**config.mk**
```make
export PLATFORM = sky130hd
export DESIGN_NAME = stopwatch_counter
export DESIGN_NICKNAME = d
export VERILOG_FILES = /design/src/rtl/stopwatch_counter_pkg.sv /design/src/rtl/stopwatch_counter_mod_counter.sv /design/src/rtl/stopwatch_counter.sv
export SDC_FILE = /design/constraint.sdc
export NUM_CORES = 1
export LEC_CHECK = 0
export CAP_MARGIN = 20
export CORE_MARGIN = 2
export CORE_UTILIZATION = 28
export CTS_CLUSTER_SIZE = 14
export DETAILED_ROUTE_END_ITERATION = 7
export SKIP_LAST_GASP = 1
export SLEW_MARGIN = 30
export SYNTH_ARGS = -nofsm -noshare
export SYNTH_HDL_FRONTEND = slang
export SYNTH_SLANG_ARGS = --single-unit
```
**constraint.sdc**
```tcl
create_clock -name clk -period 2.8 [get_ports clk]
set_clock_uncertainty 0.2 [all_clocks]
set_input_delay 0.84 -clock clk [delete_from_list [all_inputs] [get_ports clk]]
set_output_delay 0.84 -clock clk [all_outputs]
set_load 0.02 [all_outputs]
```
**src/rtl/stopwatch_counter_pkg.sv**
```systemverilog
// Shared types and constants for the stopwatch minutes:seconds counter.
package stopwatch_counter_pkg;

  typedef enum logic [1:0] {
    StPaused = 2'd0,
    StRun    = 2'd1,
    StAdjust = 2'd2
  } sw_state_e;

  localparam int unsigned FieldW    = 8;
  localparam int unsigned DefMaxMin = 59;
  localparam int unsigned DefMaxSec = 59;

endpackage

```
**src/rtl/stopwatch_counter_mod_counter.sv**
```systemverilog
// Wrapping binary counter: 0..max_i, clear has priority over increment.
module mod_counter #(
  parameter int unsigned Width = 8
) (
  input  logic             clk_i,
  input  logic             rst_i,
  input  logic             inc_i,
  input  logic             clr_i,
  input  logic [Width-1:0] max_i,
  output logic [Width-1:0] value_o,
  output logic             carry_o
);

  logic [Width-1:0] value_q, value_d;

  always_comb begin
    value_d = value_q;
    if (clr_i) begin
      value_d = '0;
    end else if (inc_i) begin
      // Out-of-range values recover to 0 on the next step.
      value_d = (value_q >= max_i) ? '0 : value_q + 1'b1;
    end
  end

  always_ff @(posedge clk_i or posedge rst_i) begin
    if (rst_i) begin
      value_q <= '0;
    end else begin
      value_q <= value_d;
    end
  end

  assign value_o = value_q;
  assign carry_o = inc_i && (value_q == max_i);

endmodule

```
**src/rtl/stopwatch_counter.sv**
```systemverilog
// Stopwatch minutes:seconds counter with run/pause, clear and manual adjust.
module stopwatch_counter
  import stopwatch_counter_pkg::*;
#(
  parameter int unsigned MAX_MIN = DefMaxMin,
  parameter int unsigned MAX_SEC = DefMaxSec
) (
  input  logic              clk,
  input  logic              rst,
  input  logic              tick_1hz,
  input  logic              tick_2hz,
  input  logic              pause_btn,
  input  logic              clear_btn,
  input  logic              adj,
  input  logic              sel,
  output logic [FieldW-1:0] minutes,
  output logic [FieldW-1:0] seconds,
  output logic              running,
  output logic              adjusting,
  output logic              rollover
);

  sw_state_e state_q, state_d;
  logic      running_q, adjusting_q, rollover_q;
  logic      run_tick, adj_step;
  logic      sec_inc, min_inc;
  logic      sec_carry, min_carry;

  // Adjust steps only count while adj is still held; leaving adjust wins over a tick.
  assign run_tick = (state_q == StRun) && tick_1hz && !clear_btn;
  assign adj_step = (state_q == StAdjust) && adj && tick_2hz && !clear_btn;

  assign sec_inc = run_tick || (adj_step && sel);
  assign min_inc = (run_tick && sec_carry) || (adj_step && !sel);

  always_comb begin
    state_d = state_q;
    if (clear_btn) begin
      if (adj) state_d = StAdjust;
    end else if (adj) begin
      state_d = StAdjust;
    end else begin
      unique case (state_q)
        StPaused: if (pause_btn) state_d = StRun;
        StRun:    if (pause_btn) state_d = StPaused;
        StAdjust: state_d = StPaused;
        default:  state_d = StPaused;
      endcase
    end
  end

  always_ff @(posedge clk or posedge rst) begin
    if (rst) begin
      state_q     <= StPaused;
      running_q   <= 1'b0;
      adjusting_q <= 1'b0;
      rollover_q  <= 1'b0;
    end else begin
      state_q     <= state_d;
      running_q   <= (state_d == StRun);
      adjusting_q <= (state_d == StAdjust);
      rollover_q  <= run_tick && sec_carry && min_carry;
    end
  end

  mod_counter #(
    .Width (FieldW)
  ) u_sec (
    .clk_i   (clk),
    .rst_i   (rst),
    .inc_i   (sec_inc),
    .clr_i   (clear_btn),
    .max_i   (FieldW'(MAX_SEC)),
    .value_o (seconds),
    .carry_o (sec_carry)
  );

  mod_counter #(
    .Width (FieldW)
  ) u_min (
    .clk_i   (clk),
    .rst_i   (rst),
    .inc_i   (min_inc),
    .clr_i   (clear_btn),
    .max_i   (FieldW'(MAX_MIN)),
    .value_o (minutes),
    .carry_o (min_carry)
  );

  assign running   = running_q;
  assign adjusting = adjusting_q;
  assign rollover  = rollover_q;

endmodule
```
==> PnR_summary.wiki, run 1 <==
{| class="wikitable"
! Metric !! Value
|-
| Unrepaired setup endpoints after global routing || no
|-
| Cell area after synthesis || 1080 sq um
|-
| Worst-case hold slack || 339 ps
|-
| Endpoint kind of the worst setup timing path || primary output
|-
| Die width || 66.2 microns
|-
| Dominant cell type by area after synthesis || sky130_fd_sc_hd__dfrtp_1
|-
| Leading post-synthesis cells by cell area || sky130_fd_sc_hd__dfrtp_1 (48%), sky130_fd_sc_hd__nor2_1 (3.5%), sky130_fd_sc_hd__a22o_1 (3.2%), sky130_fd_sc_hd__o21ai_0 (3.2%), sky130_fd_sc_hd__buf_6 (3.1%)
|-
| Setup-failing EPs final || 0
|-
| Fraction of layout cells with a size suffix above 1 || 0.0657
|-
| Number of buffers created by CTS || 3
|-
| Vias || 961
|-
| Synth Flop Type || sky130_fd_sc_hd__dfrtp_1
|-
| Number of resized instances in the post-cts repair step || 0
|-
| Fill cell instance count of the final layout || 371
|-
| Max Transition Viols Final || 0
|-
| Number of setup buffers added after CTS || 0
|-
| Largest net degree at the start of global routing || 22
|-
| Worst-case clock buffer depth || 2
|-
| Share of Yosys cell area claimed by the top area cell type || 0.485
|-
| Hold/Removal Path Class || register to register
|-
| Leak || 0.612 nW
|-
| Antenna diode count || 0
|-
| Area delta synth->final || 32.4%
|-
| Vias per cell || 5.19
|-
| Antenna-violating nets left || 0
|-
| Synth Net Count || 118
|-
| DR WL/cell || 13.2 microns
|-
| Final hold vios || 0
|-
| Arrival time reported for the critical path endpoint || 1380 ps
|-
| Deepest level of the CTS H-tree || 1
|-
| Max stage delay on crit path || 660 ps
|-
| Finished Cell Area || 1440 sq um
|-
| CP Data Required Time || 1760 ps
|-
| YS warnings || 0
|-
| Top fanout value on the critical path || 7
|-
| DRC viols || 0
|-
| Count of unique library cells instantiated by Yosys || 33
|-
| Die ar. || 4380 sq um
|-
| Crit path kind || register to primary output
|-
| Share of async-settable or async-resettable flops after synthesis || 1.00
|-
| Detailed-route wire length || 2.44 mm
|-
| Effective utilization at floorplan || 0.294
|-
| Buffers and inverters on the worst path || 1
|-
| Global-route wire length before repair || 4.14 mm
|-
| Gate family responsible for the most delay along the worst path || buffers and inverters
|-
| CP startpoint kind || register
|-
| Sum of negative setup slack || 0 ps
|-
| Worst-skew pair later-pin latency || 260 ps
|-
| Internal power of the cells || 0.000481 W
|-
| Num rows || 22
|-
| Vertical die dimension || 66.2 microns
|-
| Master of the slowest instance on the critical path || sky130_fd_sc_hd__clkdlybuf4s50_1
|-
| Overall routing resource usage || 0.123
|-
| Worst-path clk slew || 80 ps
|-
| Switching share of power || 0.278
|-
| Final period utilization || 0.863
|-
| Run status || complete, no violations
|-
| # Max-Cap Violations || 0
|-
| Avg Synthesized Cell Area || 10.0 sq um
|-
| Final critical delay including setup and external delays || 2420 ps
|-
| Global route total overflow || 0
|-
| Number of standard cells after synthesis || 108
|-
| Share of power burned in combinational logic || 0.191
|-
| Number of search-and-repair iterations in the first detailed-routing pass || 4
|-
| DRC violation total after the first TritonRoute iteration || 68
|-
| TritonCTS clock tree || built
|-
| HPWL after detailed placement || 1.81 mm
|-
| Number of flops mapped to enable cells by yosys || 0
|-
| Number of global-route vias before repair || 978
|-
| Sink count of the clock tree || 21
|-
| Reg power frac || 0.511
|-
| Total of buffers placed on input and output ports || 26
|-
| Placer's final routability congestion estimate || 0.863
|-
| Sequential area share after synthesis || 0.485
|-
| Post-placement cell area || 1390 sq um
|-
| Series of cell instances along the critical path || clkdlybuf4s50_1
|-
| Antenna violations before repair || 0
|-
| Max VDD drop || 302 uV
|-
| Power density over the cells || 464 nW/um^2
|-
| Switching power total || 0.000185 W
|-
| Clock Power Share || 0.298
|-
| Nets@finish || 148
|-
| Post-route total power || 0.000667 W
|-
| Area of the core || 3690 sq um
|-
| Relative slew slack || 0.767
|-
| Most used standard cells in the synthesized netlist || sky130_fd_sc_hd__dfrtp_1 (21), sky130_fd_sc_hd__nor2_1 (10), sky130_fd_sc_hd__o21ai_0 (7)
|-
| CTS Root Buffer Type || sky130_fd_sc_hd__clkbuf_8
|-
| FF+latch count, synth || 21
|-
| Most frequent cell after synthesis || sky130_fd_sc_hd__dfrtp_1
|-
| Cts-stage hold buffer count || 0
|-
| Number of placed I/O pins || 27
|-
| Worst-Margin Slew || 344 ps
|-
| Fmax achieved || 414 MHz
|}
==> flip-flops by register name, summed over array words and instances, names as in the netlist <==
register,cells
adjusting,1
state_q,2
rollover,1
u_min.value_o,8
u_sec.value_o,8
running,1
==> metal layers <==
metal	share of wire	track usage
met1	0.44	0.149
met2	0.49	0.204
met3	0.057	0.0392
met4	0.011	0.0434
met5	0	0
==> cell families after synthesis <==
logic type,synth area share
AND/OR/NAND/NOR,0.222
AO/OA/AOI/OAI,0.206
adder cells (fa/ha/maj),0.0231
flip-flops,0.485
buffers and inverters,0.0554
multiplexers,0.00924
==> final cells by class <==
class	instances	area (sq um)	share of cell area
inverters	6	22.5	0.0157
multi-input cells	77	498	0.347
clock inverters	1	5.00	0.00349
flip-flops and latches	21	526	0.366
repair buffers	29	283	0.197
clock buffers	3	41.3	0.0288
well taps	48	60.1	0.0418
==> path summary, 6_finish.rpt <==
path	startpoint	to	slack [ps]	depth (start not counted)
min in group asynchronous	rst	u_sec.value_o[7]	700	3
min	u_min.value_o[7]	u_min.value_o[7]	340	2
min reg2reg	u_min.value_o[7]	u_min.value_o[7]	340	2
max reg2reg	u_sec.value_o[0]	u_min.value_o[2]	730	5
max	u_sec.value_o[2]	seconds[2]	380	1
max in group asynchronous	rst	u_sec.value_o[1]	1480	3
==> power groups by stage <==
| stage | Sequential, W | Combinational, W | Clock, W |
|---|---|---|---|
| 6_report | 0.000341 | 0.000127 | 0.000198 |
| 5_1_grt | 0.000345 | 0.000140 | 0.000220 |
| 4_1_cts | 0.000341 | 0.000129 | 0.000205 |
| 3_5_place_dp | 0.000346 | 0.000129 | 0 |
| 3_3_place_gp | 0.000346 | 0.000127 | 0 |
| 2_1_floorplan | 0.000362 | 0.0000541 | 0 |
==> worst min-delay path: stages, from the launching register on <==
cell and delay, ps:
sky130_fd_sc_hd__dfrtp_1 410, sky130_fd_sc_hd__inv_1 60, sky130_fd_sc_hd__nor2_1 40
==> placed cells by master, fill, tap and decap left out, types with 2 or more instances in the layout <==
master                             n
sky130_fd_sc_hd__a21oi_1           2
sky130_fd_sc_hd__and3_1            3
sky130_fd_sc_hd__ha_1              2
sky130_fd_sc_hd__a21o_1            3
sky130_fd_sc_hd__o21ai_0           7
sky130_fd_sc_hd__clkbuf_8          3
sky130_fd_sc_hd__inv_1             6
sky130_fd_sc_hd__nor3_1            5
sky130_fd_sc_hd__clkdlybuf4s50_1  26
sky130_fd_sc_hd__o211ai_1          2
sky130_fd_sc_hd__nor4b_1           2
sky130_fd_sc_hd__a22o_1            4
sky130_fd_sc_hd__nand2_1           6
sky130_fd_sc_hd__buf_4             3
sky130_fd_sc_hd__a32o_1            2
sky130_fd_sc_hd__o2111ai_1         2
sky130_fd_sc_hd__nor2_1           10
sky130_fd_sc_hd__dfrtp_1          21
sky130_fd_sc_hd__nand3_1           6
sky130_fd_sc_hd__o2bb2ai_1         2
sky130_fd_sc_hd__and2_1            3
sky130_fd_sc_hd__o22ai_1           2
sky130_fd_sc_hd__nor2b_1           3
==> per-stage QoR <==
step | cells | utilization | worst slack, ps
3_5_place_dp | 181 | 0.377 | 97.0
4_1_cts | 185 | 0.389 | 375
2_1_floorplan | 108 | - | 632
6_report | 185 | 0.389 | 382
5_1_grt | 185 | 0.389 | 274
3_3_place_gp | 181 | 0.377 | 142
Power figures use the tool's default switching activity.
==> run 2: changes to the inputs <==
--- a/config.mk
+++ b/config.mk
@@ -7,9 +7,10 @@
 export LEC_CHECK = 0
 export CAP_MARGIN = 20
 export CORE_MARGIN = 2
-export CORE_UTILIZATION = 28
+export CORE_UTILIZATION = 29
 export CTS_CLUSTER_SIZE = 14
 export DETAILED_ROUTE_END_ITERATION = 7
+export REMOVE_ABC_BUFFERS = 1
 export SKIP_LAST_GASP = 1
 export SLEW_MARGIN = 30
 export SYNTH_ARGS = -nofsm -noshare
==> constraint.sdc (replaced) <==
create_clock -name clk -period 2.3 [get_ports clk]
set_clock_uncertainty 0.2 [all_clocks]
set_input_delay 0.69 -clock clk [delete_from_list [all_inputs] [get_ports clk]]
set_output_delay 0.69 -clock clk [all_outputs]
set_load 0.02 [all_outputs]
==> run 2 against run 1 <==
  * Sequential share of layout area is 1.4 points lower
  * Routed wire length is 2.3% lower
  * Critical path depth stayed put
  * Global-route usage is 0.19 points lower
  * Power is 22% higher
  * Clock power is 22% higher
  * Count of clock-buffer cells in the layout stayed put
  * Final area is 3.8% higher
  * Setup slack worse by 310 ps
  * Sequential power is 22% higher
  * Critical endpoint is now minutes[2]
  * Largest cell class unchanged
==> PnR_summary.wiki, run 2 (synthesis gave the netlist of run 1 again) <==
{| class="wikitable"
! Metric !! Value
|-
| Hold/Removal Path Class || register to register
|-
| Leak || 0.713 nW (+17%)
|-
| Num rows || 22 (unchanged)
|-
| Worst-skew pair later-pin latency || 260 ps (about the same)
|-
| Deepest level of the CTS H-tree || 1 (unchanged)
|-
| Global-route wire length before repair || 3.96 mm (-4.3%)
|-
| Internal power of the cells || 0.000590 W (+23%)
|-
| Number of buffers created by CTS || 3 (unchanged)
|-
| Post-route total power || 0.000815 W (+22%)
|-
| Area delta synth->final || 37.5%
|-
| Antenna violations before repair || 0 (unchanged)
|-
| Vias || 942 (-2.0%)
|-
| Top fanout value on the critical path || 6 (-1)
|-
| Nets@finish || 154 (+4.1%)
|-
| Run status || complete, no violations
|-
| Capture point of the critical path || minutes[2]
|-
| Overall routing resource usage || 0.121 (-0.00193)
|-
| Worst-Margin Slew || 327 ps (-17.4 ps)
|-
| Max stage delay on crit path || 630 ps (-30 ps)
|-
| Detailed-route wire length || 2.39 mm (-2.3%)
|-
| Number of global-route vias before repair || 881 (-9.9%)
|-
| Post-placement cell area || 1430 sq um (+3.2%)
|-
| Die ar. || 4240 sq um (-3.2%)
|-
| Relative slew slack || 0.779 (+0.0117)
|-
| Placer's final routability congestion estimate || 0.860 (-0.34%)
|-
| Fmax achieved || 449 MHz
|-
| HPWL after detailed placement || 1.80 mm (-0.38%)
|-
| Area of the core || 3630 sq um (-1.5%)
|-
| Clock Power Share || 0.296 (-0.002)
|-
| CP Data Required Time || 1410 ps (-350 ps)
|-
| DRC violation total after the first TritonRoute iteration || 74 (+8.8%)
|-
| Worst-case clock buffer depth || 2 (unchanged)
|-
| Max VDD drop || 252 uV (-17%)
|-
| Sink count of the clock tree || 21 (unchanged)
|-
| Arrival time reported for the critical path endpoint || 1340 ps (-40 ps)
|-
| Total of buffers placed on input and output ports || 26 (unchanged)
|-
| Reg2reg path depth || 6 (+1)
|-
| Switching power total || 0.000225 W (+22%)
|-
| # Max-Cap Violations || 0 (unchanged)
|-
| DR WL/cell || 12.5 microns (-5.4%)
|-
| Reg power frac || 0.510 (about the same)
|-
| Share of power burned in combinational logic || 0.195 (+0.004)
|-
| Critical register-to-register path endpoint || u_min.value_o[7]
|-
| CTS Root Buffer Type || sky130_fd_sc_hd__clkbuf_8
|-
| Worst-path clk slew || 80 ps (about the same)
|-
| Master of the slowest instance on the critical path || sky130_fd_sc_hd__clkdlybuf4s50_1
|-
| Global route total overflow || 0 (unchanged)
|-
| Crit path kind || register to primary output
|-
| Count of placed standard cells in the final layout, fillers left out || 191 (+3.2%)
|-
| Number of search-and-repair iterations in the first detailed-routing pass || 4 (unchanged)
|-
| Cts-stage hold buffer count || 0 (unchanged)
|-
| Vertical die dimension || 65.1 microns (-1.6%)
|-
| Cells after DPL || 187 (+3.3%)
|-
| Fraction of layout cells with a size suffix above 1 || 0.105 (+0.0392)
|-
| Effective utilization at floorplan || 0.298 (+0.00445)
|-
| Flop-to-flop setup slack || 340 ps (-390 ps)
|-
| Most used cells in the layout excluding fill and tap cells || sky130_fd_sc_hd__clkdlybuf4s50_1 (22), sky130_fd_sc_hd__dfrtp_1 (21), sky130_fd_sc_hd__nor2_1 (10), sky130_fd_sc_hd__buf_4 (9), sky130_fd_sc_hd__o21ai_0 (7)
|-
| Final critical delay including setup and external delays || 2230 ps
|-
| Finished Cell Area || 1490 sq um (+3.8%)
|-
| Antenna-violating nets left || 0 (unchanged)
|-
| Largest net degree at the start of global routing || 22 (unchanged)
|-
| Vias per cell || 4.93 (-5.1%)
|-
| Final hold vios || 0 (unchanged)
|-
| Switching share of power || 0.276 (-0.00183)
|-
| Max Transition Viols Final || 0 (unchanged)
|-
| CP startpoint kind || register
|-
| Unrepaired setup endpoints after global routing || no
|-
| Gate family responsible for the most delay along the worst path || buffers and inverters
|-
| Number of placed I/O pins || 27 (unchanged)
|-
| Post-layout utilization of the core || 0.410 (+0.0210)
|-
| Final period utilization || 0.968
|-
| DRC viols || 0 (unchanged)
|-
| Number of cells on the critical path || 1 (unchanged)
|-
| Antenna diode count || 0 (unchanged)
|-
| Worst-case hold slack || 335 ps (-3.44 ps)
|-
| Buffers and inverters on the worst path || 1 (unchanged)
|-
| Setup-failing EPs final || 0 (unchanged)
|-
| Series of cell instances along the critical path || clkdlybuf4s50_1
|-
| TritonCTS clock tree || built
|-
| Startpoint of the worst register-to-register path || u_sec.value_o[0]
|-
| Endpoint kind of the worst setup timing path || primary output
|-
| First element of the critical path || u_min.value_o[2]
|-
| Most frequent standard cell in the layout excluding fill and tap cells || sky130_fd_sc_hd__clkdlybuf4s50_1
|-
| Die width || 65.1 microns (-1.6%)
|-
| Power density over the cells || 547 nW/um^2 (+18%)
|}
==> run 2: power groups by stage <==
stage | sequential [W] | combinational (W) | clock [W]
2_1_floorplan | 0.000441 | 0.0000595 | 0
3_3_place_gp | 0.000421 | 0.000159 | 0
3_5_place_dp | 0.000422 | 0.000161 | 0
4_1_cts | 0.000415 | 0.000161 | 0.000247
5_1_grt | 0.000419 | 0.000173 | 0.000269
6_report | 0.000415 | 0.000159 | 0.000241
==> run 2: final cells by class <==
| cell class | instances | area, sq um |
|---|---|---|
| Clock buffer | 3 | 41.3 |
| Inverter | 6 | 22.5 |
| Tap cell | 48 | 60.1 |
| Sequential cell | 21 | 526 |
| Fill cell | 368 | 2140 |
| Clock inverter | 1 | 5.00 |
| Timing Repair Buffer | 35 | 338 |
| Multi-Input combinational cell | 77 | 498 |
==> run 2: repair_timing <==
item                       CTS  global route
setup endpoints to repair    0             4
gates resized for setup      0             4
setup buffers                0             0
==> run 2: worst min path at each step <==
stage | start | end | slack, ps | cells after the start
2_1_floorplan | state_q[1] | running | 300 | 1
3_3_place_gp | u_min.value_o[0] | u_min.value_o[0] | 320 | 1
3_5_place_dp | u_min.value_o[0] | u_min.value_o[0] | 330 | 1
4_1_cts | u_min.value_o[0] | u_min.value_o[0] | 340 | 1
5_1_grt | u_min.value_o[0] | u_min.value_o[0] | 350 | 1
6_report | u_min.value_o[0] | u_min.value_o[0] | 340 | 1
==> run 2: through the flow <==
step	worst slack, ps	TNS [ps]
after floorplan	315	0
after global placement	-111	-493
after detailed placement	-129	-632
after CTS	37.1	0
after global routing	15.9	0
final	74.6	0
==> run 2: per-layer routing <==
layer  wire, microns  share of wire  GRT usage
met4              27          0.011     0.0625
met5               0              0          0
met3             105          0.044     0.0223
met2            1090           0.46      0.182
met1            1160           0.49      0.167
==> run 2: worst reg2reg max path, stage by stage, from the launching register on <==
cell	delay, ps
sky130_fd_sc_hd__dfrtp_1	420
sky130_fd_sc_hd__ha_1	250
sky130_fd_sc_hd__nor4b_1	320
sky130_fd_sc_hd__and3_1	230
sky130_fd_sc_hd__or2_1	260
sky130_fd_sc_hd__buf_4	160
sky130_fd_sc_hd__nor2_1	30
